$ cat config.mk
export PLATFORM = sky130hd
export DESIGN_NAME = i2s_rx_deserializer
export DESIGN_NICKNAME = d
export VERILOG_FILES = /design/src/rtl/i2s_rx_deserializer.sv
export SDC_FILE = /design/constraint.sdc
export NUM_CORES = 1
export LEC_CHECK = 0
export BUFFER_PORTS_ARGS = -buffer_cell sky130_fd_sc_hd__buf_4
export CAP_MARGIN = 20
export CORE_ASPECT_RATIO = 0.5
export CORE_MARGIN = 2
export CORE_UTILIZATION = 57
export DETAILED_ROUTE_END_ITERATION = 7
export PLACE_DENSITY = 0.9
export REMOVE_ABC_BUFFERS = 1
export SLEW_MARGIN = 0
export SYNTH_ARGS = -nofsm -noshare
export SYNTH_HDL_FRONTEND = slang
export SYNTH_SLANG_ARGS = --single-unit
export TNS_END_PERCENT = 50
$ cat constraint.sdc
create_clock -name clk -period 2.1 [get_ports clk]
set_input_delay 0.105 -clock clk [delete_from_list [all_inputs] [get_ports clk]]
set_output_delay 0.105 -clock clk [all_outputs]
set_load 0.1 [all_outputs]
$ cat src/rtl/i2s_rx_deserializer.sv
// I2S receiver: oversamples bclk/lrclk/sdata in the clk domain and deserialises
// standard I2S frames into {left,right} sample pairs on a valid/ready stream.
module i2s_rx_deserializer #(
  parameter int DATA_WIDTH  = 24,
  parameter int SLOT_WIDTH  = 32,
  parameter int SYNC_STAGES = 2
) (
  input  logic                         clk,
  input  logic                         reset_n,
  input  logic                         enabled,
  input  logic                         bclk,
  input  logic                         lrclk,
  input  logic                         sdata_i,
  output logic signed [DATA_WIDTH-1:0] left_data,
  output logic signed [DATA_WIDTH-1:0] right_data,
  output logic                         sample_valid,
  input  logic                         sample_ready,
  output logic                         overflow,
  output logic                         frame_err
);

  localparam int               CNT_W    = $clog2(SLOT_WIDTH + 1);
  localparam logic [CNT_W-1:0] CNT_MAX  = CNT_W'(SLOT_WIDTH);
  localparam logic [CNT_W-1:0] CNT_LAST = CNT_W'(SLOT_WIDTH - 1);
  localparam logic [CNT_W-1:0] CNT_DATA = CNT_W'(DATA_WIDTH);

  typedef enum logic [1:0] {
    ST_IDLE  = 2'd0,
    ST_LEFT  = 2'd1,
    ST_RIGHT = 2'd2
  } state_t;

  function automatic logic [CNT_W-1:0] sat_inc(input logic [CNT_W-1:0] cnt);
    if (cnt >= CNT_MAX) return CNT_MAX;
    return cnt + 1'b1;
  endfunction

  logic [SYNC_STAGES-1:0] bclk_sync;
  logic [SYNC_STAGES-1:0] lrclk_sync;
  logic [SYNC_STAGES-1:0] sdata_sync;
  logic                   bclk_s;
  logic                   lr_s;
  logic                   sd_s;

  logic                   bclk_prev;
  logic                   vld_p0;
  logic                   lr_p0;
  logic                   sd_p0;

  logic                          lr_prev_p1;
  logic [CNT_W-1:0]              bit_cnt_p1;
  logic signed [DATA_WIDTH-1:0]  shift_p1;
  logic signed [DATA_WIDTH-1:0]  left_hold_p1;

  state_t state;
  state_t state_nxt;
  logic   lr_chg;
  logic   lr_rise;
  logic   lr_fall;
  logic   slot_ok;
  logic   emit;
  logic   err;
  logic   load_left;

  assign bclk_s = bclk_sync[SYNC_STAGES-1];
  assign lr_s   = lrclk_sync[SYNC_STAGES-1];
  assign sd_s   = sdata_sync[SYNC_STAGES-1];

  // Input synchronisers
  always_ff @(posedge clk or negedge reset_n) begin
    if (!reset_n) begin
      bclk_sync  <= '0;
      lrclk_sync <= '0;
      sdata_sync <= '0;
    end else begin
      bclk_sync  <= {bclk_sync[SYNC_STAGES-2:0], bclk};
      lrclk_sync <= {lrclk_sync[SYNC_STAGES-2:0], lrclk};
      sdata_sync <= {sdata_sync[SYNC_STAGES-2:0], sdata_i};
    end
  end

  // Stage p0: bclk rising-edge strobe with lrclk/sdata captured alongside
  always_ff @(posedge clk or negedge reset_n) begin
    if (!reset_n) begin
      bclk_prev <= 1'b0;
      vld_p0    <= 1'b0;
      lr_p0     <= 1'b0;
      sd_p0     <= 1'b0;
    end else begin
      bclk_prev <= bclk_s;
      vld_p0    <= bclk_s & ~bclk_prev;
      lr_p0     <= lr_s;
      sd_p0     <= sd_s;
    end
  end

  assign lr_chg  = vld_p0 && (lr_p0 != lr_prev_p1);
  assign lr_rise = lr_chg && lr_p0;
  assign lr_fall = lr_chg && !lr_p0;
  assign slot_ok = (bit_cnt_p1 == CNT_LAST);

  always_ff @(posedge clk or negedge reset_n) begin
    if (!reset_n) state <= ST_IDLE;
    else          state <= state_nxt;
  end

  always_comb begin
    state_nxt = state;
    emit      = 1'b0;
    err       = 1'b0;
    load_left = 1'b0;
    if (!enabled) begin
      state_nxt = ST_IDLE;
    end else if (lr_chg) begin
      case (state)
        ST_IDLE: begin
          if (lr_fall) state_nxt = ST_LEFT;
        end
        ST_LEFT: begin
          if (lr_rise) begin
            if (slot_ok) begin
              load_left = 1'b1;
              state_nxt = ST_RIGHT;
            end else begin
              err       = 1'b1;
              state_nxt = ST_IDLE;
            end
          end
        end
        ST_RIGHT: begin
          if (lr_fall) begin
            state_nxt = ST_LEFT;
            if (slot_ok) emit = 1'b1;
            else         err  = 1'b1;
          end
        end
        default: state_nxt = ST_IDLE;
      endcase
    end
  end

  // Stage p1: bit counter and shift register; the lrclk-edge bit is the previous LSB slot
  always_ff @(posedge clk or negedge reset_n) begin
    if (!reset_n) begin
      lr_prev_p1   <= 1'b0;
      bit_cnt_p1   <= '0;
      shift_p1     <= '0;
      left_hold_p1 <= '0;
    end else begin
      if (vld_p0) lr_prev_p1 <= lr_p0;
      if (!enabled) begin
        bit_cnt_p1 <= '0;
      end else if (vld_p0) begin
        if (lr_chg) begin
          bit_cnt_p1 <= '0;
        end else begin
          if (bit_cnt_p1 < CNT_DATA) shift_p1 <= {shift_p1[DATA_WIDTH-2:0], sd_p0};
          bit_cnt_p1 <= sat_inc(bit_cnt_p1);
        end
      end
      if (load_left) left_hold_p1 <= shift_p1;
    end
  end

  // Stage p2: output pair register with valid/ready handshake
  always_ff @(posedge clk or negedge reset_n) begin
    if (!reset_n) begin
      left_data    <= '0;
      right_data   <= '0;
      sample_valid <= 1'b0;
      overflow     <= 1'b0;
      frame_err    <= 1'b0;
    end else if (!enabled) begin
      sample_valid <= 1'b0;
      overflow     <= 1'b0;
      frame_err    <= 1'b0;
    end else begin
      frame_err <= err;
      if (emit) begin
        if (!sample_valid || sample_ready) begin
          left_data    <= left_hold_p1;
          right_data   <= shift_p1;
          sample_valid <= 1'b1;
        end else begin
          overflow <= 1'b1;
        end
      end else if (sample_valid && sample_ready) begin
        sample_valid <= 1'b0;
      end
    end
  end

endmodule

== Yosys cells after proc, flatten, opt, wreduce, memory -nomap -nowiden ==
Index checks and enable logic that the tools add are counted.

* Add/subtract/negate cells: 1
* Magnitude comparators: 2
* Eq/ne operators: 12
* Muxes and demuxes: 37
* Bitwise operators: 3
* Reductions and logical operators: 14

{| class="wikitable"
|+ Operators by type and width
! operator !! number
|-
| $mux 6 || 5
|-
| $mux 1 || 25
|-
| $mux 2 || 5
|-
| $add 6x1->6 const B || 1
|-
| $eq 6x5->1 const B || 1
|-
| $ge 6x6->1 const B || 1
|-
| $lt 6x5->1 const B || 1
|-
| $ne 2x1->1 const B || 3
|-
| $ne 3x2->1 const B || 2
|-
| $reduce_and 3->1 || 2
|-
| $logic_and 1x1->1 || 4
|-
| $pmux 2 s2 || 1
|-
| $reduce_and 2->1 || 2
|-
| $reduce_and 4->1 || 1
|-
| $ne 3x1->1 const B || 1
|-
| $ne 3x3->1 const B || 1
|-
| $eq 2x1->1 const B || 1
|-
| $eq 2x2->1 const B || 1
|-
| $logic_not 1->1 || 2
|-
| $logic_not 2->1 || 1
|-
| $ne 2x2->1 const B || 1
|-
| $not 1->1 || 2
|-
| $pmux 1 s2 || 1
|-
| $reduce_or 2->1 || 1
|-
| 3 further kinds || 3
|}

* Register bits: 118
* Input bits: 7
* Output and inout bits: 51

== Depth between registers and ports, before layout ==
* Depth after elaboration: 9
* Mapped depth: 7
* Gate-level depth less buffers: 6

== Least setup slack after synthesis ==
OpenSTA, ideal clock, no wires.

* Kind: register to register
* Start point: reg sample_valid
* End point: reg left_data[10]
* Library setup time: 0.125 ns
* Arrival: 1.937 ns
* Data required time: 1.975 ns
* Slack: 0.038 ns
* Stages on the path, launching flop included: 6
* Path through: dfrtp_1 -> nor2b_1 -> nand4b_2 -> buf_6 -> buf_6 -> mux2_4

* Longest elaborated chain between the ends: 3

{| class="wikitable"
|+ Ends and longest elaborated chain
! what !! line !! text
|-
| start: declaration || 16 || <nowiki>output logic sample_valid,</nowiki>
|-
| start signal: assignment || 170 || <nowiki>sample_valid <= 1'b0;</nowiki>
|-
| start signal: assignment || 174 || <nowiki>sample_valid <= 1'b0;</nowiki>
|-
| start signal: assignment || 183 || <nowiki>sample_valid <= 1'b1;</nowiki>
|-
| $logic_not 1->1 || 180 || <nowiki>if (!sample_valid || sample_ready) begin</nowiki>
|-
| $logic_or 1x1->1 || 180 ||
|-
| $reduce_and 3->1 (no line) || -- ||
|-
| end signal: assignment || 181 || <nowiki>left_data <= left_hold_p1;</nowiki>
|-
| end: declaration || 14 || <nowiki>output logic signed [DATA_WIDTH-1:0] left_data,</nowiki>
|}

Every way passes these cells.
A chain may end at the register's enable or synchronous reset.

== Worst setup path in the final report ==
* Start point: reg state[0]
* End point: reg right_data[18]

* Longest elaborated chain between the ends: 5

{| class="wikitable"
|+ Ends and longest elaborated chain
! what !! line !! text
|-
| start: declaration || 55 || <nowiki>state_t state;</nowiki>
|-
| start signal: assignment || 104 || <nowiki>else state <= state_nxt;</nowiki>
|-
| $eq 2x2->1 || 115 || <nowiki>case (state)</nowiki>
|-
| $mux 1 || 115 ||
|-
| $mux 1 || 114 || <nowiki>end else if (lr_chg) begin</nowiki>
|-
| $mux 1 || 112 || <nowiki>if (!enabled) begin</nowiki>
|-
| $reduce_and 3->1 (no line) || -- ||
|-
| end signal: assignment || 182 || <nowiki>right_data <= shift_p1;</nowiki>
|-
| end: declaration || 15 || <nowiki>output logic signed [DATA_WIDTH-1:0] right_data,</nowiki>
|}

Every way passes these cells.

==> run_results.csv <==
group,metric,value,unit
worst_setup_path,cp-start-kind,"register",
worst_setup_path,r2r-end,"right_data[18]$_DFFE_PN0P_",
worst_setup_path,rrSetupSlack,0.15,ns
timing,tightest_slew,0.639,ns
cells_and_area,syn_to_final_growth,24.7,%
yosys,syn-cell-area,0.00469,mm2
worst_setup_path,crit_arrival,2.24,ns
worst_setup_path,ff2ff_path_depth,6,
worst_setup_path,startpoint,"state[0]$_DFFE_PN0P_",
cells_and_area,drive_gt1_frac,0.507,
yosys,synth_edf_count,0,
route,dr.pass1.iters,4,
grt,first_global_vias,2990,
yosys,yosys.area_share.simple,0.0595,
clocking,cts_inserted_buffers,17,
floorplan,rows,23,
clocking,clkTransAtPathRegs,0.05,ns
yosys,synth_compound_area_frac,0.0147,
timing,finalHoldViolCount,0,
grt,grt_max_degree,51,
job,maxCapViolations,0,
yosys,syn_inst,289,
floorplan,ios,58,
worst_setup_path,worstPathCellList,"inv_1 > ha_1 > nor2b_1 > nand4b_4 > buf_12 > mux2_2",
pwr,fin_total_pwr,0.00538,W
timing,min_period,1.95,ns
cells_and_area,fin_nets,371,
yosys,synth_flop_cell,"dfrtp_1",
yosys,ys_ff_latch,118,
route,ant_nets,0,
clocking,clk_latency,0.41,ns
worst_setup_path,crit_cells,6,
clocking,htree_levels,4,
worst_setup_path,path_buf_inv,2,
worst_setup_path,cp_slowest_cell,"dfrtp_1",
floorplan,start_util,0.586,
grt,grt_overflow,0,
floorplan,die_area,0.00901,mm2
grt,grt_pass1_wl,15.8,mm
route,num_vias,2671,
yosys,yosys_warnings,0,
floorplan,die_w,132,um
clocking,cts_tree,"done",
route,vias_per_cell,5.53,
worst_setup_path,critical_path_class,"reg2reg",
yosys,synth.distinct_cells,36,
clocking,cts_root_buffer,"clkbuf_16",
worst_setup_path,cp_max_fo,48,
worst_setup_path,critPathMaxStageDelay,0.43,ns
worst_setup_path,rr_startpoint,"state[0]$_DFFE_PN0P_",
yosys,async_reset_ff_frac,1.00,
yosys,synth_top_family_by_area,"multiplexers",
worst_hold_path,hp-class,"in2reg",
yosys,synthAdderAreaFrac,0.00800,
worst_setup_path,critical_path_required,2.39,ns
clocking,cts_setup_buffers,0,
timing,slew_violations,0,
timing,max_freq,0.512,GHz
timing,relSlewSlack,0.574,
yosys,muxShareOfSynthArea,0.253,
grt,antenna_found_initial,0,
clocking,cts_sinks,118,
pwr,ir_worst_vdd,660,uV
route,drc,0,
pwr,p_leak,3.14,nW
placement,place_congestion,0.887,
clocking,cts_buffer_depth,2,
worst_setup_path,cp-endpoint,"right_data[18]$_DFFE_PN0P_",
outcome,status,"finished clean",
timing,fin_skew,0.00688,ns
yosys,syn_area_per_cell,16.2,um2
route,detail_route.wl_per_cell,20.3,um
route,first_iter_violations,166,
route,wirelength,9.83,mm
yosys,seq_area_frac_synth,0.630,
timing,setup_viol,0,
timing,fin_crit_sh,0.930,
cells_and_area,num_antenna_cells,0,
worst_setup_path,cpLargestDelayFamily,"flip-flops",
clocking,ctsHoldBuffers,4,
floorplan,die_y,68.1,um
worst_setup_path,endpoint_kind,"register",
placement,io_buffers,57,
cells_and_area,postLayoutCoreUtil,0.731,
clocking,ctsResizeCount,0,
pwr,p_per_area,920,mW/mm2
timing,rsz0062_at_grt,"false",
grt,track_usage,0.241,
placement,hpwlAfterDp,5.80,mm
yosys,synth_xor_area_frac,0.00907,
floorplan,core,0.00800,mm2
==> kinds of logic (layout without fill, tap and decap cells) <==
group,Yosys count,after routing
flip-flops,118,118
multiplexers,99,99
XOR/XNOR,4,4
adder cells (fa/ha/maj),3,3
AO/OA/AOI/OAI,11,11
AND/OR/NAND/NOR,39,39
buffers and inverters,15,97
==> layout by cell type, fill, tap and decap left out, types with 3 or more instances in the layout <==
cell and n:
nor2_1 6, nand4_1 3, clkbuf_16 17, buf_4 58
xor2_1 3, nand3_1 3, dfrtp_1 118, clkbuf_1 5
dlygate4sd3_1 4, nor2b_1 4, clkbuf_8 4, mux2_4 20
mux2_1 4, nand2_1 6, mux2_2 73, buf_12 4
ha_1 3, o21ai_0 3, a21oi_1 4
==> stage by stage <==
step	setup TNS [ns]	hold slack (ns)	area [um2]	setup WS (ns)	std cells
final	0	0.0103	5850	0.147	483
after global routing	0	0.0112	5850	0.0979	483
after CTS	0	0.00234	5850	0.184	483
after detailed placement	0	0.163	5240	0.238	450
after global placement	0	0.149	5240	0.349	450
after floorplan	-42.35	-0.191	4580	-0.854	276
==> Yosys cell counts, drive strengths merged (2+ instances only) <==
master | n | area (um2)
dfrtp | 118 | 2950
mux2 | 97 | 1170
buf | 12 | 110
nor2 | 8 | 40.0
nand2 | 7 | 28.8
a21oi | 4 | 20.0
nand4 | 4 | 31.3
nor2b | 4 | 25.0
xor2 | 4 | 42.6
ha | 3 | 37.5
nand3 | 3 | 15.0
o21ai | 3 | 15.0
inv | 2 | 7.51
mux2i | 2 | 20.0
nand2b | 2 | 12.5
nand3b | 2 | 40.0
nand4b | 2 | 23.8
nor3b | 2 | 15.0
nor4 | 2 | 27.5
o21a | 2 | 15.0
==> flip-flops by register name, summed over array words and instances, names as in the netlist, 2 cells and up <==
signal / cells
sdata_sync: 2
left_data: 24
lrclk_sync: 2
right_data: 24
state: 2
bclk_sync: 2
left_hold_p1: 24
shift_p1: 24
bit_cnt_p1: 6
==> cell type report <==
cell class	instances	area, um2
clock inverters	3	67.6
repair buffers	66	556
multi-input cells	156	1620
flip-flops and latches	118	2950
well taps	112	140
fillers	452	2150
clock buffers	26	499
inverters	2	7.51
==> per-layer routing <==
metal  GRT usage  share of wire  vias up
met3      0.0689          0.038       41
li1            -              -     1165
met2       0.419           0.52       78
met5           0              0        -
met1       0.269           0.41     1387
met4       0.165          0.039        0
==> power breakdown <==
group | total (W) | switching [W] | leakage, nW | internal (W)
clock | 0.00277 | 0.000923 | 0.273 | 0.00185
sequential | 0.00242 | 0.0000747 | 1.62 | 0.00234
combinational | 0.000187 | 0.000100 | 1.25 | 0.0000872
total | 0.00538 | 0.00110 | 3.14 | 0.00428
==> how the worst min path moves through the flow <==
stage	from	end	slack, ns	cells after the start
after global routing	enabled	sample_valid$_DFFE_PN0P_	0.01	2
after floorplan	reset_n	bclk_prev$_DFF_PN0_	-0.19	0
after detailed placement	reset_n	left_data[3]$_DFFE_PN0P_	0.16	1
final	enabled	sample_valid$_DFFE_PN0P_	0.01	2
after CTS	enabled	sample_valid$_DFFE_PN0P_	0.002	2
after global placement	reset_n	left_data[3]$_DFFE_PN0P_	0.15	1
Power figures use the tool's default switching activity.
